`config.mk`:
```
export PLATFORM = sky130hd
export DESIGN_NAME = muldiv_hilo
export DESIGN_NICKNAME = d
export VERILOG_FILES = /design/src/rtl/muldiv_hilo_pkg.sv /design/src/rtl/muldiv_hilo_div_iter.sv /design/src/rtl/muldiv_hilo.sv
export SDC_FILE = /design/constraint.sdc
export NUM_CORES = 2
export LEC_CHECK = 0
export CAP_MARGIN = 10
export CORE_MARGIN = 2
export CORE_UTILIZATION = 40
export CTS_CLUSTER_DIAMETER = 150
export CTS_CLUSTER_SIZE = 8
export DETAILED_ROUTE_END_ITERATION = 12
export PLACE_DENSITY = 0.58
export SETUP_SLACK_MARGIN = 0.02
export SYNTH_ARGS = -nofsm -noshare
export SYNTH_HDL_FRONTEND = slang
export SYNTH_SLANG_ARGS = --single-unit
```
`constraint.sdc`:
```
create_clock -name clk -period 8.5 [get_ports clk]
set_clock_uncertainty 0.1 [all_clocks]
set_input_delay 1.275 -clock clk [delete_from_list [all_inputs] [get_ports clk]]
set_output_delay 1.275 -clock clk [all_outputs]
set_load 0.005 [all_outputs]
```
`src/rtl/muldiv_hilo_pkg.sv`:
```
// muldiv_hilo_pkg: ALU op codes shared with the decoder, mul/div FSM states, magnitude helper
package muldiv_hilo_pkg;
   localparam logic [5:0] ALU_MFHI  = 6'h10;
   localparam logic [5:0] ALU_MTHI  = 6'h11;
   localparam logic [5:0] ALU_MFLO  = 6'h12;
   localparam logic [5:0] ALU_MTLO  = 6'h13;
   localparam logic [5:0] ALU_MULT  = 6'h18;
   localparam logic [5:0] ALU_MULTU = 6'h19;
   localparam logic [5:0] ALU_DIV   = 6'h1A;
   localparam logic [5:0] ALU_DIVU  = 6'h1B;
   typedef enum logic [1:0] {MD_IDLE, MD_MUL, MD_DIV, MD_FIX} md_state_t;
   function automatic logic [31:0] mag32(input logic [31:0] v, input logic neg);
      return neg ? -v : v;
   endfunction
endpackage

```
`src/rtl/muldiv_hilo_div_iter.sv`:
```
// muldiv_hilo_div_iter: 32-cycle unsigned restoring divider, one quotient bit per cycle
//   clk, rst           clock, synchronous active-high reset
//   start, abort       load operands and begin / drop the in-flight divide
//   dividend, divisor  unsigned operands sampled on start
//   busy               iterations outstanding
//   quotient, remainder results, final once busy falls
module muldiv_hilo_div_iter (
   input  logic        clk,
   input  logic        rst,
   input  logic        start,
   input  logic        abort,
   input  logic [31:0] dividend,
   input  logic [31:0] divisor,
   output logic        busy,
   output logic [31:0] quotient,
   output logic [31:0] remainder
);
   logic [4:0]  cnt;
   logic [31:0] dvsr;
   logic [32:0] shifted, diff;
   // quotient doubles as the dividend shift register; its top bit feeds the remainder
   always_comb begin
      shifted = {remainder, quotient[31]};
      diff    = shifted - {1'b0, dvsr};
   end
   always_ff @(posedge clk)
      if (rst) begin
         busy      <= 1'b0;
         cnt       <= '0;
         dvsr      <= '0;
         quotient  <= '0;
         remainder <= '0;
      end else if (start) begin
         busy      <= 1'b1;
         cnt       <= '0;
         dvsr      <= divisor;
         quotient  <= dividend;
         remainder <= '0;
      end else if (abort) begin
         busy <= 1'b0;
         cnt  <= '0;
      end else if (busy) begin
         remainder <= diff[32] ? shifted[31:0] : diff[31:0];
         quotient  <= {quotient[30:0], ~diff[32]};
         cnt       <= cnt + 5'd1;
         busy      <= cnt != 5'd31;
      end
endmodule

```
`src/rtl/muldiv_hilo.sv`:
```
// muldiv_hilo: background multiply/divide unit owning the HI/LO registers
//   clk, rst      clock, synchronous active-high reset
//   op_valid      valid EX-stage instruction; alu_op selects the operation
//   src_a, src_b  rs / rt operands
//   flush         abort in-flight op and ignore this cycle's op
//   stall         HI/LO-dependent op arrived while busy
//   hi, lo        architectural HI/LO
//   mf_data       MFHI/MFLO result
//   done          one-cycle pulse when a new mul/div result is visible
module muldiv_hilo import muldiv_hilo_pkg::*; #(
   parameter int MUL_LAT = 2
) (
   input  logic        clk,
   input  logic        rst,
   input  logic        op_valid,
   input  logic [5:0]  alu_op,
   input  logic [31:0] src_a,
   input  logic [31:0] src_b,
   input  logic        flush,
   output logic        stall,
   output logic [31:0] hi,
   output logic [31:0] lo,
   output logic [31:0] mf_data,
   output logic        done
);
   localparam logic [4:0] MUL_LAST = 5'(MUL_LAT - 1);
   md_state_t   state, state_n;
   logic [4:0]  cnt, cnt_n;
   logic        md_start, hilo_use, accept, sgn_op, is_mul;
   logic        neg_x, neg_r, b_zero, div_busy, mul_end, div_end;
   logic [31:0] abs_a, abs_b, mag_a, mag_b, quo, rem, q_fix, r_fix;
   logic [63:0] prod_u, prod;
   assign md_start = op_valid & (alu_op inside {ALU_MULT, ALU_MULTU, ALU_DIV, ALU_DIVU});
   assign hilo_use = op_valid & (alu_op inside {ALU_MFHI, ALU_MFLO, ALU_MTHI, ALU_MTLO});
   assign accept   = (state == MD_IDLE) & md_start & ~flush;
   assign stall    = (state != MD_IDLE) & (md_start | hilo_use) & ~flush;
   assign mf_data  = alu_op == ALU_MFHI ? hi : lo;
   assign sgn_op   = alu_op == ALU_MULT | alu_op == ALU_DIV;
   assign is_mul   = alu_op == ALU_MULT | alu_op == ALU_MULTU;
   assign abs_a    = mag32(src_a, sgn_op & src_a[31]);
   assign abs_b    = mag32(src_b, sgn_op & src_b[31]);
   assign prod_u   = {32'h0, mag_a} * {32'h0, mag_b};
   assign prod     = neg_x ? -prod_u : prod_u;
   // divide by zero keeps the all-ones quotient regardless of dividend sign
   assign q_fix    = b_zero ? '1 : mag32(quo, neg_x);
   assign r_fix    = mag32(rem, neg_r);
   assign mul_end  = state == MD_MUL & cnt == MUL_LAST;
   assign div_end  = state == MD_DIV & cnt == 5'd31 & div_busy;
   muldiv_hilo_div_iter u_div (
      .clk       (clk),
      .rst       (rst),
      .start     (accept & ~is_mul),
      .abort     (flush),
      .dividend  (abs_a),
      .divisor   (abs_b),
      .busy      (div_busy),
      .quotient  (quo),
      .remainder (rem)
   );
   always_ff @(posedge clk)
      if (rst) begin
         state <= MD_IDLE;
         cnt   <= '0;
      end else begin
         state <= state_n;
         cnt   <= cnt_n;
      end
   always_comb begin
      state_n = state;
      unique case (state)
         MD_IDLE: state_n = accept ? (is_mul ? MD_MUL : MD_DIV) : MD_IDLE;
         MD_MUL:  state_n = mul_end ? MD_IDLE : MD_MUL;
         MD_DIV:  state_n = div_end ? MD_FIX : MD_DIV;
         MD_FIX:  state_n = MD_IDLE;
      endcase
      if (flush) state_n = MD_IDLE;
      cnt_n = (state_n != state || state == MD_IDLE) ? 5'd0 : cnt + 5'd1;
   end
   always_ff @(posedge clk)
      if (rst) begin
         hi     <= '0;
         lo     <= '0;
         done   <= 1'b0;
         mag_a  <= '0;
         mag_b  <= '0;
         neg_x  <= 1'b0;
         neg_r  <= 1'b0;
         b_zero <= 1'b0;
      end else begin
         done <= ~flush & (mul_end | state == MD_FIX);
         if (accept) begin
            mag_a  <= abs_a;
            mag_b  <= abs_b;
            neg_x  <= sgn_op & (src_a[31] ^ src_b[31]);
            neg_r  <= sgn_op & src_a[31];
            b_zero <= src_b == '0;
         end
         if (~flush) begin
            if (mul_end) {hi, lo} <= prod;
            else if (state == MD_FIX) begin
               hi <= r_fix;
               lo <= q_fix;
            end else if (state == MD_IDLE & op_valid & alu_op == ALU_MTHI) hi <= src_a;
            else if (state == MD_IDLE & op_valid & alu_op == ALU_MTLO) lo <= src_a;
         end
      end
endmodule

```
==> results by group <==
Floorplanning
  – CORE AREA: 125200 um^2
  – Full die area: 128600 um^2
  – Die width: 358.7 um
  – Die Y: 358.7 um
  – Initial Util: 40.17%
  – I/O pins: 172
  – Row count: 130

Logic synthesis
  – Top-area cell type share of the netlist area: 35.69%
  – Mean Syn Cell Area: 8.431 um^2
  – Yosys warning count: 0
  – Area leader, netlist: fa_1
  – Synth Register Bits: 241
  – Syn nets: 7244
  – Mapped cell area: 50320 um^2
  – Unique masters post-synth: 85
  – Number of synthesized flops with an enable pin: 0
  – Post-synthesis sequential area ratio: 9.588%
  – Count leader, synth: inv_1
  – Cell count after synthesis: 5968
  – Ys async rst share: 0%
  – Post-synth top flop: dfxtp_1
  – Commonest cells in the netlist: inv_1 (918), fa_1 (897), nand2_1 (727), and2_1 (606), clkbuf_1 (350)
  – Ranking of synthesized cells by area: fa_1 (36%), dfxtp_1 (9.6%), ha_1 (7.6%)

Setup path
  – WS Path Type: reg2reg
  – Worst path max stage delay: 630 ps
  – Crit path DAT: 9230 ps
  – CP max stage cell: or4_4
  – Worst path most repeated cell: fa_1
  – CP Buf/Inv Count: 8
  – Startpoint types: flop
  – CP top delay family: adder cells
  – Data required, critical path: 8860 ps
  – Setup crit start: mag_a[6]
  – R2r setup slk: -370 ps
  – FF-to-FF End: hi[31]
  – Worst R2R Path Depth: 29
  – Crit-path max FO: 6
  – Crit Reg-Reg Startpoint: mag_a[6]
  – Setup crit end: hi[31]
  – Crit. End Element: flop
  – Stages on worst setup path: 29

Place
  – RD Place Congestion: 0.9641
  – DP HPWL: 140.1 mm
  – # port buffers: 171
  – Placement Setup Slack: -753.4 ps

STA
  – Worst-Margin Slew: 1229 ps
  – Endpoints failing setup: 25
  – Fin. Hold Viols: 0
  – RSZ-0062 raised after global routing: true
  – Rel. slew slack: 16.93%
  – Period Utilization, post-route: 104.4%
  – Minimum clock period after layout: 8874 ps
  – Final setup margin: -374.4 ps
  – Final-report max-slew violation count: 0
  – Worst hold margin: 363.7 ps
  – FMAX: 112.7 MHz

Clock tree
  – Hold_buf cts: 0
  – Clock Path Buffers: 3
  – Clk sinks: 241
  – Clk pin slew, worst setup/hold paths: 60 ps
  – Clock Tree Root: clkbuf_16
  – CTS tree: built
  – H-tree depth: 2
  – Clk_lat worst skew: 570 ps
  – TritonCTS Buffers: 36

Route
  – DRT Wirelength: 172.8 mm
  – Drt via density: 5.394
  – Via count: 43672
  – DRC: 0
  – Wirelength per Cell: 21.35 um
  – DR iter-0 viols: 2998
  – Final ANT Viol Nets: 0
  – Drt pass-1 iters: 5

Cells and area
  – Multi-input gate area: 42360 um^2
  – Synth-to-Final Area Change: 22.26%
  – Register area: 4885 um^2
  – # fillers: 11940
  – Fraction of layout cells with a size suffix above 1: 16.13%
  – Final nets: 7716

Power
  – Sequential share of power: 37.4%
  – Sw power: 915.7 uW
  – Clock Power Share: 46.1%
  – Leakage: 28.73 nW
  – Combinational power share: 16.5%
  – Switching Share: 29.90%
  – Internal power: 2.147 mW
  – PwrDens: 49.79 nW/um^2
  – Worst VDD drop: 0.1026 mV

Outcome
  – Violated checks: negative setup slack
  – Status: finished, violations left

Global route
  – Largest net degree at the start of global routing: 90
  – Overflow after GRT: 0
  – Antenna violations before repair: 9
  – Total GRT Usage: 26.96%
  – First-pass GRT wire length: 268.6 mm
  – Vias in the first global route: 45382

Min path
  – Hold Path Class: reg2reg

Job
  – Max-cap violation count: 0
==> per-layer routing <==
layer	vias to the layer above	part of all wire, %	wire [um]	global-route usage [%]
met4	2	3.8	6493	8.542
met3	283	5.8	10090	2.959
met2	1292	48	82280	44.76
li1	19939	-	-	-
met5	-	0.0075	13	0
met1	22156	43	73980	36.84
==> cells by family after synthesis <==
kind of cell,after synthesis,share of synthesized area [%]
multiplexers,68,1.440
XOR/XNOR,234,4.073
AND/OR/NAND/NOR,2047,20.17
AO/OA/AOI/OAI,885,11.81
adder cells (fa/ha/maj),1202,43.27
buffers and inverters,1291,9.648
flip-flops,241,9.588
==> state kept, by name, summed over array words and instances, names as in the netlist, 2 cells and up <==
signal	cells
u_div.quotient	32
mag_b	32
u_div.remainder	32
cnt	5
u_div.cnt	5
u_div.dvsr	32
hi	32
lo	32
mag_a	32
state	2
==> power groups by stage <==
stage / combinational (mW) / clock, mW / sequential (mW)
3_5_place_dp: 0.442 / 0 / 1.17
2_1_floorplan: 0.228 / 0 / 1.17
5_1_grt: 0.531 / 1.47 / 1.15
6_report: 0.505 / 1.41 / 1.15
3_3_place_gp: 0.442 / 0 / 1.17
4_1_cts: 0.473 / 1.43 / 1.15
==> final cells by class <==
| class | instances | area share [%] |
|---|---|---|
| Antenna cell | 4 | 0.01627 |
| Clock buffer | 37 | 1.505 |
| Clock inverter | 4 | 0.1322 |
| Inverter | 918 | 5.601 |
| Multi-Input combinational cell | 4436 | 68.86 |
| Sequential cell | 241 | 7.940 |
| Tap cell | 1650 | 3.356 |
| Timing Repair Buffer | 807 | 12.59 |
==> placed cells by master (no fill, tap or decap), types with 21 or more instances in the layout <==
cell,Yosys,routed
o31ai_1,45,37
clkbuf_16,0,42
mux2i_1,33,32
fa_2,0,37
a211oi_1,118,113
buf_6,0,31
nand4_1,31,31
o211ai_1,39,39
nor3_1,70,58
nor2_1,344,335
fa_1,897,860
mux2_2,35,35
a21oi_1,197,182
xor2_1,101,94
and3_1,36,34
a21o_1,62,62
o21ai_1,5,21
nand2b_1,28,25
o21ai_0,177,151
nand3_1,44,40
ha_4,0,25
a311oi_1,39,37
or3_1,26,21
xnor2_1,133,121
and2_1,606,589
nor4_1,28,21
inv_1,918,908
buf_4,0,516
dfxtp_2,0,21
dfxtp_1,241,211
ha_1,305,280
clkdlybuf4s50_1,0,170
buf_12,0,80
nand2_1,727,719
==> how the worst min path moves through the flow <==
| stage | slack, ps | cells past startpoint | from | to |
|---|---|---|---|---|
| finish | 360 | 1 | cnt[0] | cnt[0] |
| global route | 390 | 1 | cnt[0] | cnt[0] |
| CTS | 370 | 2 | u_div.dvsr[31] | u_div.dvsr[31] |
| detailed placement | 360 | 2 | u_div.dvsr[31] | u_div.dvsr[31] |
| global placement | 350 | 1 | cnt[0] | cnt[0] |
| floorplan | 330 | 1 | cnt[0] | cnt[0] |
==> through the flow <==
step	total power, mW	std cells	TNS [ps]	cell area, um^2	utilization [%]
floorplan	1.396	5968	-110.7	50570	-
global placement	1.614	7976	-15050	57930	46.25
detailed placement	1.614	7976	-17190	57930	46.25
CTS	3.054	8055	-3212	60460	48.27
global route	3.149	8096	-12490	61510	49.11
finish	3.063	8097	-4891	61520	49.12
==> timing repair <==
item                                   in CTS  in global routing
setup endpoints to repair                  38                 39
gates resized for setup                   260                141
pin swaps                                 123                 93
gates cloned                                1                  5
setup buffers                              37                 34
endpoints found under the hold margin       0                  0
Power figures use the tool's default switching activity.
